### src/rtl/idac_ramp_gen.sv
// idac_ramp_gen: programmable down/up/triangle/hold code generator for an N-bit R2R current DAC
//
// Ports:
//   clk    system clock
//   reset  asynchronous reset, active-low
//   en     run enable; low freezes prescaler, ib and dir
//   mode   00 down-ramp, 01 up-ramp, 10 triangle, 11 hold
//   step   code increment per update
//   lo/hi  inclusive code limits
//   div    update every div+1 enabled cycles
//   ib     registered DAC code
//   wrap   one-cycle pulse with the ib update that ends a ramp period
//   dir    current direction, 1 = up
module idac_ramp_gen #(
    parameter int WIDTH = 8,
    parameter int DIV_W = 8
) (
    input  logic             clk,
    input  logic             reset,
    input  logic             en,
    input  logic [1:0]       mode,
    input  logic [WIDTH-1:0] step,
    input  logic [WIDTH-1:0] lo,
    input  logic [WIDTH-1:0] hi,
    input  logic [DIV_W-1:0] div,
    output logic [WIDTH-1:0] ib,
    output logic             wrap,
    output logic             dir
);
    logic [WIDTH-1:0] ib_q, ib_d;
    logic [DIV_W-1:0] cnt_q, cnt_d;
    logic             dir_q, dir_d, wrap_q, wrap_d, init_q;
    logic [WIDTH-1:0] start;
    logic [WIDTH:0]   up_sum, lo_sum;
    logic             tick, cfg_ok, oor, up_over, dn_under;

    assign start    = (mode == 2'b01) ? lo : hi;
    assign tick     = en & ~init_q & (cnt_q == div);
    assign cfg_ok   = (lo <= hi) & (step != '0);
    assign oor      = (ib_q < lo) | (ib_q > hi);
    // Widened compares: ib+step>hi and ib-step<lo (as ib<lo+step) never wrap.
    assign up_sum   = {1'b0, ib_q} + {1'b0, step};
    assign lo_sum   = {1'b0, lo} + {1'b0, step};
    assign up_over  = up_sum > {1'b0, hi};
    assign dn_under = {1'b0, ib_q} < lo_sum;

    always_comb begin
        ib_d   = ib_q;
        dir_d  = dir_q;
        cnt_d  = cnt_q;
        wrap_d = 1'b0;
        if (init_q) begin
            ib_d  = start;
            dir_d = (mode == 2'b01);
            cnt_d = '0;
        end else if (en) begin
            cnt_d = tick ? '0 : cnt_q + 1'b1;
            if (tick && cfg_ok) begin
                if (oor) begin
                    ib_d  = start;
                    dir_d = (mode == 2'b01);
                end else begin
                    case (mode)
                        2'b00: begin
                            ib_d   = dn_under ? hi : ib_q - step;
                            wrap_d = dn_under;
                            dir_d  = 1'b0;
                        end
                        2'b01: begin
                            ib_d   = up_over ? lo : up_sum[WIDTH-1:0];
                            wrap_d = up_over;
                            dir_d  = 1'b1;
                        end
                        2'b10: begin
                            if (dir_q) begin
                                ib_d  = up_over ? hi : up_sum[WIDTH-1:0];
                                dir_d = ~up_over;
                            end else begin
                                ib_d   = dn_under ? lo : ib_q - step;
                                dir_d  = dn_under;
                                wrap_d = dn_under;
                            end
                        end
                        default: ;
                    endcase
                end
            end
        end
    end

    always_ff @(posedge clk or negedge reset) begin
        if (!reset) begin
            ib_q   <= '1;
            dir_q  <= 1'b0;
            wrap_q <= 1'b0;
            cnt_q  <= '0;
            init_q <= 1'b1;
        end else begin
            ib_q   <= ib_d;
            dir_q  <= dir_d;
            wrap_q <= wrap_d;
            cnt_q  <= cnt_d;
            init_q <= 1'b0;
        end
    end

    assign ib   = ib_q;
    assign wrap = wrap_q;
    assign dir  = dir_q;
endmodule

### config.mk
export PLATFORM = sky130hd
export DESIGN_NAME = idac_ramp_gen
export DESIGN_NICKNAME = d
export VERILOG_FILES = /design/src/rtl/idac_ramp_gen.sv
export SDC_FILE = /design/constraint.sdc
export NUM_CORES = 1
export LEC_CHECK = 0
export CAP_MARGIN = 25
export CORE_ASPECT_RATIO = 0.5
export CORE_UTILIZATION = 52
export DETAILED_ROUTE_END_ITERATION = 8
export PLACE_DENSITY = 0.81
export SLEW_MARGIN = 25
export SYNTH_ARGS = -nofsm -noshare
export SYNTH_HDL_FRONTEND = slang
export SYNTH_SLANG_ARGS = --single-unit
### constraint.sdc
create_clock -name clk -period 4.1 [get_ports clk]
set_clock_uncertainty 0.15 [all_clocks]
set_input_delay 0.615 -clock clk [delete_from_list [all_inputs] [get_ports clk]]
set_output_delay 0.615 -clock clk [all_outputs]
set_load 0.03 [all_outputs]
# Yosys cells after proc, flatten, opt, wreduce, memory -nomap -nowiden
# Index checks and enable logic that the tools add are counted.
# classes
addsub	4
order_cmp	5
eq_ne	3
n_mux	26
bitwise	6
reduce_logical	7
# ops
op	count
two-way mux 8 bit	13
case mux 8 bit (3 select lines)	1
adder 8 x 8 -> 9 bit	2
two-way mux 1 bit	10
greater-than comparator 9 x 8 -> 1 bit	1
less-than comparator 8 x 9 -> 1 bit	1
adder 8 x 1 -> 8 bit, second input constant	1
== test 8 bit	1
greater-than comparator 8 bit	1
<= comparator 8 bit	1
less-than comparator 8 bit	1
nonzero test 8 bit	1
subtractor 8 bit	1
case mux 1 bit (3 select lines)	2
nonzero test 5 bit	1
nonzero test 2 bit	2
AND 1 bit	3
AND reduction 3 bit	1
== test 2 x 1 -> 1 bit, second input constant	1
== test 2 bit, second input constant	1
logical NOT 2 bit	1
inverter 1 bit	2
logical AND 1 bit	1
bitwise OR 1 bit	1
# word_totals
register_bits	19
inputBits	37
output_inout_bits	10
wordCells	56

# Longest topological paths before layout
# Gate-level depths: netlist of the first run.
# logic_depth
word_depth	9
mapped_depth	19
depth_no_buf	18

# Least setup slack after synthesis of the first run
# Ideal clock, no wire load.
# synth_path
path_type	reg2reg
startpoint	register ib_q[0], in the netlist ib[0]
endpoint	register ib_q[0], in the netlist ib[0]
setup_time_ns	0.092
arrival_time_ns	3.904
required_ns	3.858
setup_slack_ns	-0.046
stages_incl_launch_ff	19
n_path_buf	1
synth_period_minus_slack_ns	4.146
cell_sequence	dfstp_2 ha_1 inv_1 fa_1 o21bai_1 a21oi_1 o21ba_2 o21ai_0 xnor2_1 ha_1 nand2_1 or3_1 a21oi_1 o21ai_1 or2_1 buf_2 a21o_1 a222oi_1 a31oi_1
# synth_between
elab_chain_len	9
word_cells_on_any_way	19
classes_between	add/sub (2); order compare (4); mux (10); bitwise (1); reduce/logical (2)
# synth_rtl
item	line	text
from (decl)	30	logic [WIDTH-1:0] ib_q, ib_d;
from (signal assigned)	99	ib_q <= ib_d;
adder 8 x 8 -> 9 bit	42	assign up_sum = {1'b0, ib_q} + {1'b0, step};
greater-than comparator 9 x 8 -> 1 bit	44	assign up_over = up_sum > {1'b0, hi};
two-way mux 8 bit	76	ib_d = up_over ? hi : up_sum[WIDTH-1:0];
two-way mux 8 bit	75	if (dir_q) begin
case mux 8 bit (3 select lines)	63	case (mode)
two-way mux 8 bit	59	if (oor) begin
two-way mux 8 bit	58	if (tick && cfg_ok) begin
two-way mux 8 bit	56	end else if (en) begin
two-way mux 8 bit	52	if (init_q) begin
# Parallel ways exist; a longest one is shown, timed or not. The select of a mux whose other input is x is not followed.
# A chain may end at the register's enable or synchronous reset.

# Final worst setup path of the first run
# layout_path
startpoint	input port step[5]
endpoint	register ib_q[0], in the netlist ib[0]
# layout_between
elab_chain_len	9
word_cells_on_any_way	19
classes_between	add/sub (2); order compare (2); mux (10); bitwise (1); reduce/logical (4)
# layout_rtl
item	line	text
from (decl)	22	input logic [WIDTH-1:0] step,
adder 8 x 8 -> 9 bit (on tied branches)	43, 42	
less-than comparator 8 x 9 -> 1 bit or greater-than comparator 9 x 8 -> 1 bit (tied branches)	45, 44	
two-way mux 8 bit (on tied branches)	79, 76	
two-way mux 8 bit	75	
case mux 8 bit (3 select lines)	63	
two-way mux 8 bit	59	
two-way mux 8 bit	58	
two-way mux 8 bit	56	
two-way mux 8 bit	52	
# Parallel ways exist; a longest one is shown, timed or not. The select of a mux whose other input is x is not followed.

==> impl_metrics.tcl, run 1 <==
set metrics [dict create \
    outcome "finished with violations" \
    violations "setup timing" \
    worst_slack_ns -0.1623 \
    totalPowerFinal_mw 2.965 \
    synth_edf_count 0 \
    wirelength_um 14050 \
    grt_max_degree 22 \
    core_region_area_um2 6281 \
    cp_cell_sequence "clkdlybuf4s50_1 -> buf_4 -> ha_1 -> nor3_1 -> a21oi_2 -> xnor2_1 -> ha_2 -> a21oi_1 -> o21ai_0 -> a21oi_2 -> o21ai_2 -> or2_4 -> a21o_1 -> a222oi_1 -> a31oi_1" \
    first_global_vias 3824 \
    peakVddDrop_v 0.0003389 \
    path_clk_slew_ns 0.06 \
    dr.first_iter.drc_count 695 \
    crit_buf_inv 2 \
    crit_path_frequent_cell "a21oi_2" \
    p_int_mw 1.528 \
    clockPowerShare_pct 7.1 \
    clock_latency_ns 0.26 \
    power_density_nw_per_um2 588.1 \
    die_area_um2 7104 \
    final_area_um2 5042 \
    cts_buffer_depth 2 \
    tightest_slew_ns 0.9141 \
    dp_cells 629 \
    slew_viol_final 0 \
    placed_area_um2 4452 \
    switching_share_pct 48.46 \
    hp-class "reg -> reg" \
    rows 20 \
    wl_per_cell_um 21.51 \
    die_h_um 60.10 \
    ctsRootBufferMaster "clkbuf_16" \
    crit_path_start_kind "input pin" \
    cts_tree "yes" \
    end_kind "register" \
    ys_types 57 \
    die_w_um 118.2 \
    crit_type "in -> reg" \
    rsz0062_at_grt "yes" \
    setup_viol 9 \
    grt_use_total_pct 34.55 \
    antenna_found_initial 0 \
    maxCapViolCount 0 \
    crit_fanout 7 \
    layout.nets 672 \
    synth_sequential_area_ratio_pct 13.86 \
    h-tree-depth 1 \
    required_ns 4.13 \
    cp.arrival_ns 4.29 \
    drc 0 \
    first_pass_iters 8 \
    async_flop_share_pct 100.0 \
    grt_pass1_wl_um 18780 \
    yosys_warnings 0 \
    final-instance-count-excl-fill 653 \
    power_switching_mw 1.437 \
    utilization_pct 80.28 \
    cts_num_sinks 19 \
    hold_ws_ns 0.3802 \
    fin_crit_ns 4.262 \
    fin_crit_sh_pct 104.0 \
    synth_fp_nets 560 \
    via_per_inst 6.564 \
    start_util_pct 55.90 \
    p_comb_share_pct 82.8 \
    slowest_stage "clkdlybuf4s50_1" \
    synthCells 454 \
    io_pins 47 \
    slew-limit-headroom_pct 38.87 \
    gp_routability_congestion 0.9386 \
    max_freq_ghz 0.2346 \
    ant_nets 0 \
    overflow 0 \
    cp_top_family "compound AO/OA/AOI/OAI gates" \
    portBuffers 46 \
    drive_above_1_share_pct 26.73 \
    antenna_cells 0 \
    numCtsBuffers 3 \
    p_leak_nw 2.335 \
    dr_total_vias 4286 \
    hpwl_um 8609 \
    critPathMaxStageDelay_ns 0.48 \
    seqPwrFrac_pct 10.1 \
    syn_area_um2 3511 \
    synthToLayoutAreaGrowth_pct 43.62 \
    synth_ff_type "dfrtp_1" \
    final_hold_viol_count 0 \
    avgSynthCellArea_um2 7.733 \
    ys_ff_latch 19 \
]
-- synthesized netlist by cell type, types with 3 or more instances --
cell type	number	area share (%)
ha_1	66	24
inv_1	45	4.8
o21ai_0	39	5.6
a21oi_1	37	5.3
nor2_1	33	3.5
nand2_1	30	3.2
xnor2_1	19	4.7
mux2i_1	12	3.4
clkbuf_1	11	1.2
a21o_1	10	2.1
a31oi_1	10	1.8
dfrtp_1	10	7.1
o211ai_1	10	2.1
dfstp_2	9	6.7
nand2b_1	8	1.4
nand4_1	8	1.4
xor2_1	7	1.7
nand3_1	5	0.71
nor2b_1	5	0.89
nor3_1	5	0.71
o22ai_1	5	0.89
a211oi_1	4	0.86
and3_1	4	0.71
o21bai_1	4	0.86
a211o_1	3	0.75
a22oi_1	3	0.64
a32oi_1	3	0.75
buf_2	3	0.43
fa_1	3	1.7
nand3b_1	3	0.64
nor4_1	3	0.53
o21ai_1	3	0.43
or2_2	3	0.53
-- state kept, by name, summed over array words and instances (netlist names) --
signal / cells
init_q: 1
ib: 8
dir: 1
wrap: 1
cnt_q: 8
-- per-layer routing --
metal	GRT usage (%)	vias up	wire length (um)
li1	-	1861	-
met1	43.37	1978	5477
met2	57.23	355	5854
met3	9.447	92	2010
met4	14.29	0	706
met5	0	-	0
-- power groups by stage --
stage | sequential [mW] | clock (mW) | combinational (mW)
floorplan | 0.333 | 0 | 1.02
global placement | 0.289 | 0 | 1.65
detailed placement | 0.290 | 0 | 1.69
CTS | 0.288 | 0.209 | 2.00
global route | 0.301 | 0.214 | 2.54
finish | 0.299 | 0.210 | 2.46
-- metrics by stage --
| step | setup TNS (ns) | worst slack (ns) |
|---|---|---|
| 2_1_floorplan | 0 | 0.005656 |
| 3_3_place_gp | -4.043 | -0.4545 |
| 3_5_place_dp | -4.631 | -0.5370 |
| 4_1_cts | 0 | 0.01025 |
| 5_1_grt | -2.023 | -0.2642 |
| 6_report | -1.149 | -0.1623 |
-- final timing paths --
kind	to	from	depth (start not counted)	slack, ns
max	ib[0]$_DFFE_PN1P_	step[5]	15	-0.16
min	cnt_q[6]$_DFFE_PN0P_	cnt_q[6]$_DFFE_PN0P_	1	0.38
max reg2reg	dir$_DFFE_PN0P_	ib[0]$_DFFE_PN1P_	19	-0.11
min reg2reg	cnt_q[6]$_DFFE_PN0P_	cnt_q[6]$_DFFE_PN0P_	1	0.38
max in group asynchronous	cnt_q[1]$_DFFE_PN0P_	reset	1	2.51
min in group asynchronous	cnt_q[6]$_DFFE_PN0P_	reset	1	0.72
-- layout by cell type, fill, tap and decap left out, types with 6 or more instances in the layout --
cell type and n:
a21oi_2 9, clkdlybuf4s50_1 37, dfrtp_1 10, nand4_1 8, o21ai_0 36, a21o_1 10, xor2_1 6, ha_1 57
dfstp_2 9, xnor2_1 17, nand2_1 29, nor2_1 28, mux2i_1 12, a21oi_1 28, buf_4 69, a31oi_1 9
o211ai_1 10, inv_1 42, nand2b_1 8
-- cell type report --
class	instances	area, um2
Multi-Input combinational cell	372	3039
Tap cell	88	110.1
Fill cell	381	1239
Timing Repair Buffer	125	1159
Sequential cell	19	486.7
Inverter	45	168.9
Clock buffer	4	78.83
-- what timing repair did --
action	in CTS	in global routing
pin swaps	23	38
endpoints found under the setup margin	10	10
cloned	2	0
hold buffers	0	0
gates resized for setup	30	54
setup buffers	14	4
-- cells by family after synthesis --
| group | share of synthesized area (%) |
|---|---|
| buffers and inverters | 7.590 |
| adder cells (fa/ha/maj) | 25.23 |
| AO/OA/AOI/OAI | 26.30 |
| other | 0.1068 |
| flip-flops | 13.86 |
| AND/OR/NAND/NOR | 17.00 |
| multiplexers | 3.421 |
| XOR/XNOR | 6.486 |
(Power assumes the default switching activity.)
==> run 2, diff against run 1 <==
--- a/config.mk
+++ b/config.mk
@@ -6,10 +6,12 @@
 export NUM_CORES = 1
 export LEC_CHECK = 0
 export CAP_MARGIN = 25
+export CELL_PAD_IN_SITES_DETAIL_PLACEMENT = 1
+export CELL_PAD_IN_SITES_GLOBAL_PLACEMENT = 2
 export CORE_ASPECT_RATIO = 0.5
-export CORE_UTILIZATION = 52
+export CORE_UTILIZATION = 30
 export DETAILED_ROUTE_END_ITERATION = 8
-export PLACE_DENSITY = 0.81
+export PLACE_DENSITY = 0.8
 export SLEW_MARGIN = 25
 export SYNTH_ARGS = -nofsm -noshare
 export SYNTH_HDL_FRONTEND = slang
==> impl_metrics.tcl, run 2 (synthesis results as in run 1) <==
set metrics [dict create \
    fin_crit_sh_pct 97.57 \
    power_density_nw_per_um2 516.1 \
    hp-class "in -> async" \
    ctsRootBufferMaster "clkbuf_16" \
    dr.first_iter.drc_count 250 \
    dp_cells 708 \
    wl_per_cell_um 18.28 \
    gp_routability_congestion 0.9088 \
    regArea_um2 486.7 \
    cp.arrival_ns 4.02 \
    wirelength_um 13110 \
    cts_tree "yes" \
    fin_crit_ns 4.000 \
    clock_latency_ns 0.26 \
    layout.nets 665 \
    final_common_cell "buf_4" \
    utilization_pct 44.20 \
    h-tree-depth 1 \
    mostFrequentLayoutCells "buf_4 (67), ha_1 (58), inv_1 (42)" \
    overflow 0 \
    required_ns 4.12 \
    antenna_cells 0 \
    tns_ns 0 \
    dr_total_vias 3791 \
    hold_ws_ns 0.1717 \
    end_kind "register" \
    setup_viol 0 \
    cts_hold_buffers 0 \
    slew-limit-headroom_pct 51.31 \
    cts_buffer_depth 2 \
    final-instance-count-excl-fill 717 \
    crit_type "reg -> reg" \
    maxCapViolCount 0 \
    reg2reg_slack_ns 0.1 \
    dp_slack_ns -0.6141 \
    slew_viol_final 0 \
    first_global_vias 3791 \
    portBuffers 46 \
    drive_above_1_share_pct 23.84 \
    numCtsBuffers 3 \
    first_pass_iters 5 \
    final_area_um2 4942 \
    rows 27 \
    synthToLayoutAreaGrowth_pct 40.77 \
    peakVddDrop_v 0.0002519 \
    path_clk_slew_ns 0.06 \
    grt_pass1_wl_um 20200 \
    cts_num_sinks 19 \
    placed_area_um2 4601 \
    start_util_pct 31.40 \
    drc 0 \
    num-fill-cells 1358 \
    antenna_found_initial 0 \
    die_h_um 78.50 \
    via_per_inst 5.287 \
    ant_nets 0 \
    multi_input_area_um2 2957 \
    grt_use_total_pct 21.43 \
    outcome "complete, no violations" \
    io_pins 47 \
    totalPowerFinal_mw 2.551 \
    die_area_um2 12170 \
    rsz0062_at_grt "yes" \
    hpwl_um 10390 \
    max_freq_ghz 0.2500 \
    final_hold_viol_count 0 \
    worst_slack_ns 0.09951 \
    crit_path_start_kind "register" \
    p_leak_nw 2.269 \
    grt_max_degree 25 \
    core_region_area_um2 11180 \
    crit_fanout 6 \
    die_w_um 155.0 \
    tightest_slew_ns 0.7303 \
]
-- run 2: changes by cell type in the layout (fill, tap and decap cells not counted), sizes merged --
cell	previous run	this run
buf	80	71
clkbuf	6	8
clkinv	0	1
dlymetal6s2s	4	3
-- run 2: what timing repair did --
action                                 in CTS  in global routing
gates cloned                                0                  2
setup endpoints to repair                  10                 10
pin swaps                                  12                 37
setup buffers                               0                  3
endpoints found under the hold margin       0                  0
resized for setup                          25                 37
-- run 2: power breakdown --
part	internal (mW)	total, mW	leakage, nW	switching (mW)
Sequential	0.235	0.281	0.232	0.0462
Combinational	0.964	2.05	2.00	1.09
Clock	0.131	0.215	0.0409	0.0833
Total	1.33	2.55	2.27	1.22
-- run 2: final timing paths --
check,start,endpoint,cells after the start
min,reset,cnt_q[1]$_DFFE_PN0P_,1
min in group clk,cnt_q[6]$_DFFE_PN0P_,cnt_q[6]$_DFFE_PN0P_,1
max in group asynchronous,reset,ib[5]$_DFFE_PN1P_,1
min reg2reg,cnt_q[6]$_DFFE_PN0P_,cnt_q[6]$_DFFE_PN0P_,1
max,ib[0]$_DFFE_PN1P_,ib[6]$_DFFE_PN1P_,19
max reg2reg,ib[0]$_DFFE_PN1P_,ib[6]$_DFFE_PN1P_,19
-- run 2: worst max-delay path, stage by stage, from the launching register on --
cell and delay [ns]:
dfstp_2 0.57, ha_4 0.15, inv_2 0.04, fa_2 0.39, o21bai_1 0.18, a21oi_2 0.09, o21ba_4 0.21, o21ai_4 0.16
xnor2_2 0.09, ha_1 0.29, nand2_1 0.07, or3_1 0.33, a21oi_2 0.16, o21ai_2 0.09, nor2_1 0.14, buf_4 0.19
mux2i_1 0.21, o22ai_1 0.08, a32oi_1 0.19, a21oi_1 0.10
-- run 2: cell type report --
type / instances / area share (%)
Multi-Input combinational cell: 372 / 59.82
Tap cell: 159 / 4.025
Clock buffer: 3 / 1.519
Timing Repair Buffer: 118 / 21.27
Sequential cell: 19 / 9.848
Inverter: 45 / 3.418
Clock inverter: 1 / 0.1013
-- run 2: metal layers --
layer,GRT usage (%),part of all wire (%),up-vias
li1,-,-,1845
met1,30.98,51,1847
met2,34.19,43,82
met3,2.540,4.3,17
met4,3.663,1.4,0
met5,0,0,-
==> run 3, diff against run 2 <==
--- a/config.mk
+++ b/config.mk
@@ -12,7 +12,7 @@
 export CORE_UTILIZATION = 30
 export DETAILED_ROUTE_END_ITERATION = 8
 export PLACE_DENSITY = 0.8
-export SLEW_MARGIN = 25
+export SLEW_MARGIN = 40
 export SYNTH_ARGS = -nofsm -noshare
 export SYNTH_HDL_FRONTEND = slang
 export SYNTH_SLANG_ARGS = --single-unit
==> impl_metrics.tcl, run 3 (synthesis results as in run 1) <==
set metrics [dict create \
    power_switching_mw 1.225 \
    dr.first_iter.drc_count 175 \
    regArea_um2 486.7 \
    reg2reg_slack_ns 0.12 \
    mostFrequentLayoutCells "buf_4 (67), ha_1 (59), inv_1 (41)" \
    utilization_pct 44.40 \
    overflow 0 \
    portBuffers 46 \
    via_per_inst 5.271 \
    p_int_mw 1.349 \
    dr_total_vias 3795 \
    outcome "complete, no violations" \
    critPathMaxStageDelay_ns 0.57 \
    first_pass_iters 4 \
    final_hold_viol_count 0 \
    gp_routability_congestion 0.9088 \
    crit_path_frequent_cell "a21oi_2" \
    synthToLayoutAreaGrowth_pct 41.41 \
    antenna_cells 0 \
    grt_use_total_pct 22.21 \
    maxCapViolCount 0 \
    rr_worst_depth 17 \
    ant_nets 0 \
    multi_input_area_um2 2949 \
    die_area_um2 12170 \
    drc 0 \
    h-tree-depth 1 \
    layout.nets 668 \
    cts_num_sinks 19 \
    cts_buffer_depth 2 \
    grt_pass1_wl_um 20920 \
    reg2reg_from "ib[0]$_DFFE_PN1P_" \
    cp_cell_sequence "ha_4 -> inv_2 -> fa_2 -> o21bai_1 -> a21oi_2 -> o21ba_4 -> o21ai_4 -> xnor2_2 -> ha_1 -> nand2_1 -> or3_1 -> a21oi_2 -> o21ai_2 -> or2_4 -> a21o_1 -> a222oi_1 -> a31oi_1" \
    peakVddDrop_v 0.0002502 \
    reg2reg_to "ib[0]$_DFFE_PN1P_" \
    die_h_um 78.50 \
    required_ns 4.12 \
    numCtsBuffers 3 \
    power_density_nw_per_um2 518.3 \
    clock_latency_ns 0.26 \
    crit_type "reg -> reg" \
    p_leak_nw 2.275 \
    grt_max_degree 23 \
    hp-class "in -> async" \
    drive_above_1_share_pct 24.78 \
    core_region_area_um2 11180 \
    setup_viol 0 \
    slew_viol_final 0 \
    slowest_stage "dfstp_2" \
    wl_per_cell_um 18.19 \
    clockPowerShare_pct 8.2 \
    wirelength_um 13100 \
    max_freq_ghz 0.2515 \
    p_comb_share_pct 80.9 \
    io_pins 47 \
    num-fill-cells 1341 \
    die_w_um 155.0 \
    cp.arrival_ns 4.00 \
    hpwl_um 10360 \
    cts_tree "yes" \
    fin_crit_sh_pct 96.98 \
    ctsRootBufferMaster "clkbuf_16" \
    rsz0062_at_grt "yes" \
    seqPwrFrac_pct 10.8 \
    antenna_found_initial 0 \
    end_kind "register" \
    final_common_cell "buf_4" \
    slew-limit-headroom_pct 52.20 \
    fin_crit_ns 3.976 \
    crit_fanout 8 \
    hold_ws_ns 0.1731 \
    crit_path_start_kind "register" \
    rows 27 \
    first_global_vias 3874 \
    cts_hold_buffers 0 \
    tightest_slew_ns 0.7169 \
    switching_share_pct 47.59 \
    path_clk_slew_ns 0.06 \
    start_util_pct 31.40 \
]
run 3: cell count changes in the layout (fill, tap and decap cells not counted), sizes merged:
cell and delta:
buf +5, clkbuf -1, clkdlybuf4s15 -1, dlygate4sd2 +1
dlymetal6s2s -1
run 3: how the worst max path moves through the flow:
stage	startpoint	end	cells after the start
after floorplan	ib[0]$_DFFE_PN1P_	ib[0]$_DFFE_PN1P_	18
after global placement	step[0]	ib[0]$_DFFE_PN1P_	18
after detailed placement	step[0]	ib[0]$_DFFE_PN1P_	18
after CTS	step[1]	ib[5]$_DFFE_PN1P_	19
after global routing	ib[0]$_DFFE_PN1P_	ib[6]$_DFFE_PN1P_	19
final	ib[0]$_DFFE_PN1P_	ib[0]$_DFFE_PN1P_	17
run 3: critical path: cells and delay by family (launching register included):
kind                       cells  cell delay [ns]
AOI/OAI and AO/OA              9             1.50
buffers and inverters          1             0.04
and+or+nand+nor                3             0.71
DFF                            1             0.57
adders and majority gates      3             0.82
xor gates and xnor gates       1             0.10
run 3: layer usage:
layer	wire, um	global-route usage, %	share of wire [%]	up-vias
li1	-	-	-	1851
met1	6707	31.86	51	1846
met2	5781	36.44	44	85
met3	491	2.319	3.7	13
met4	119	2.871	0.91	0
met5	0	0	0	-
run 3: layout make-up:
type                    instances  share of cell area (%)
multi-input cells             372                   59.40
repair buffers                121                   21.77
flip-flops and latches         19                   9.803
well taps                     159                   4.007
inverters                      45                   3.402
clock buffers                   3                   1.512
clock inverters                 1                  0.1008
run 3: timing repair:
| action | in CTS | in global routing |
|---|---|---|
| cloned | 2 | 0 |
| resized for setup | 38 | 32 |
| endpoints found under the hold margin | 0 | 0 |
| setup buffers | 3 | 3 |
| endpoints found under the setup margin | 10 | 10 |
| pin swaps | 24 | 35 |
run 3: per-stage QoR:
step	setup TNS, ns	std cells	cell area, um2	power (mW)	worst slack [ns]
floorplan	0	454	3511	1.357	0.005656
global placement	-4.533	708	4601	2.023	-0.5449
detailed placement	-5.488	708	4596	2.058	-0.6147
CTS	0	717	4865	2.491	0.004365
global route	-0.1299	720	4965	2.751	-0.03754
finish	0	720	4965	2.573	0.1239
run 3: power by group through the flow:
stage / logic, mW / clock network [mW] / registers [mW]
final: 2.08 / 0.212 / 0.279
after detailed placement: 1.78 / 0 / 0.277
after global placement: 1.75 / 0 / 0.276
after floorplan: 1.02 / 0 / 0.333
after global routing: 2.24 / 0.226 / 0.283
after CTS: 1.99 / 0.219 / 0.277
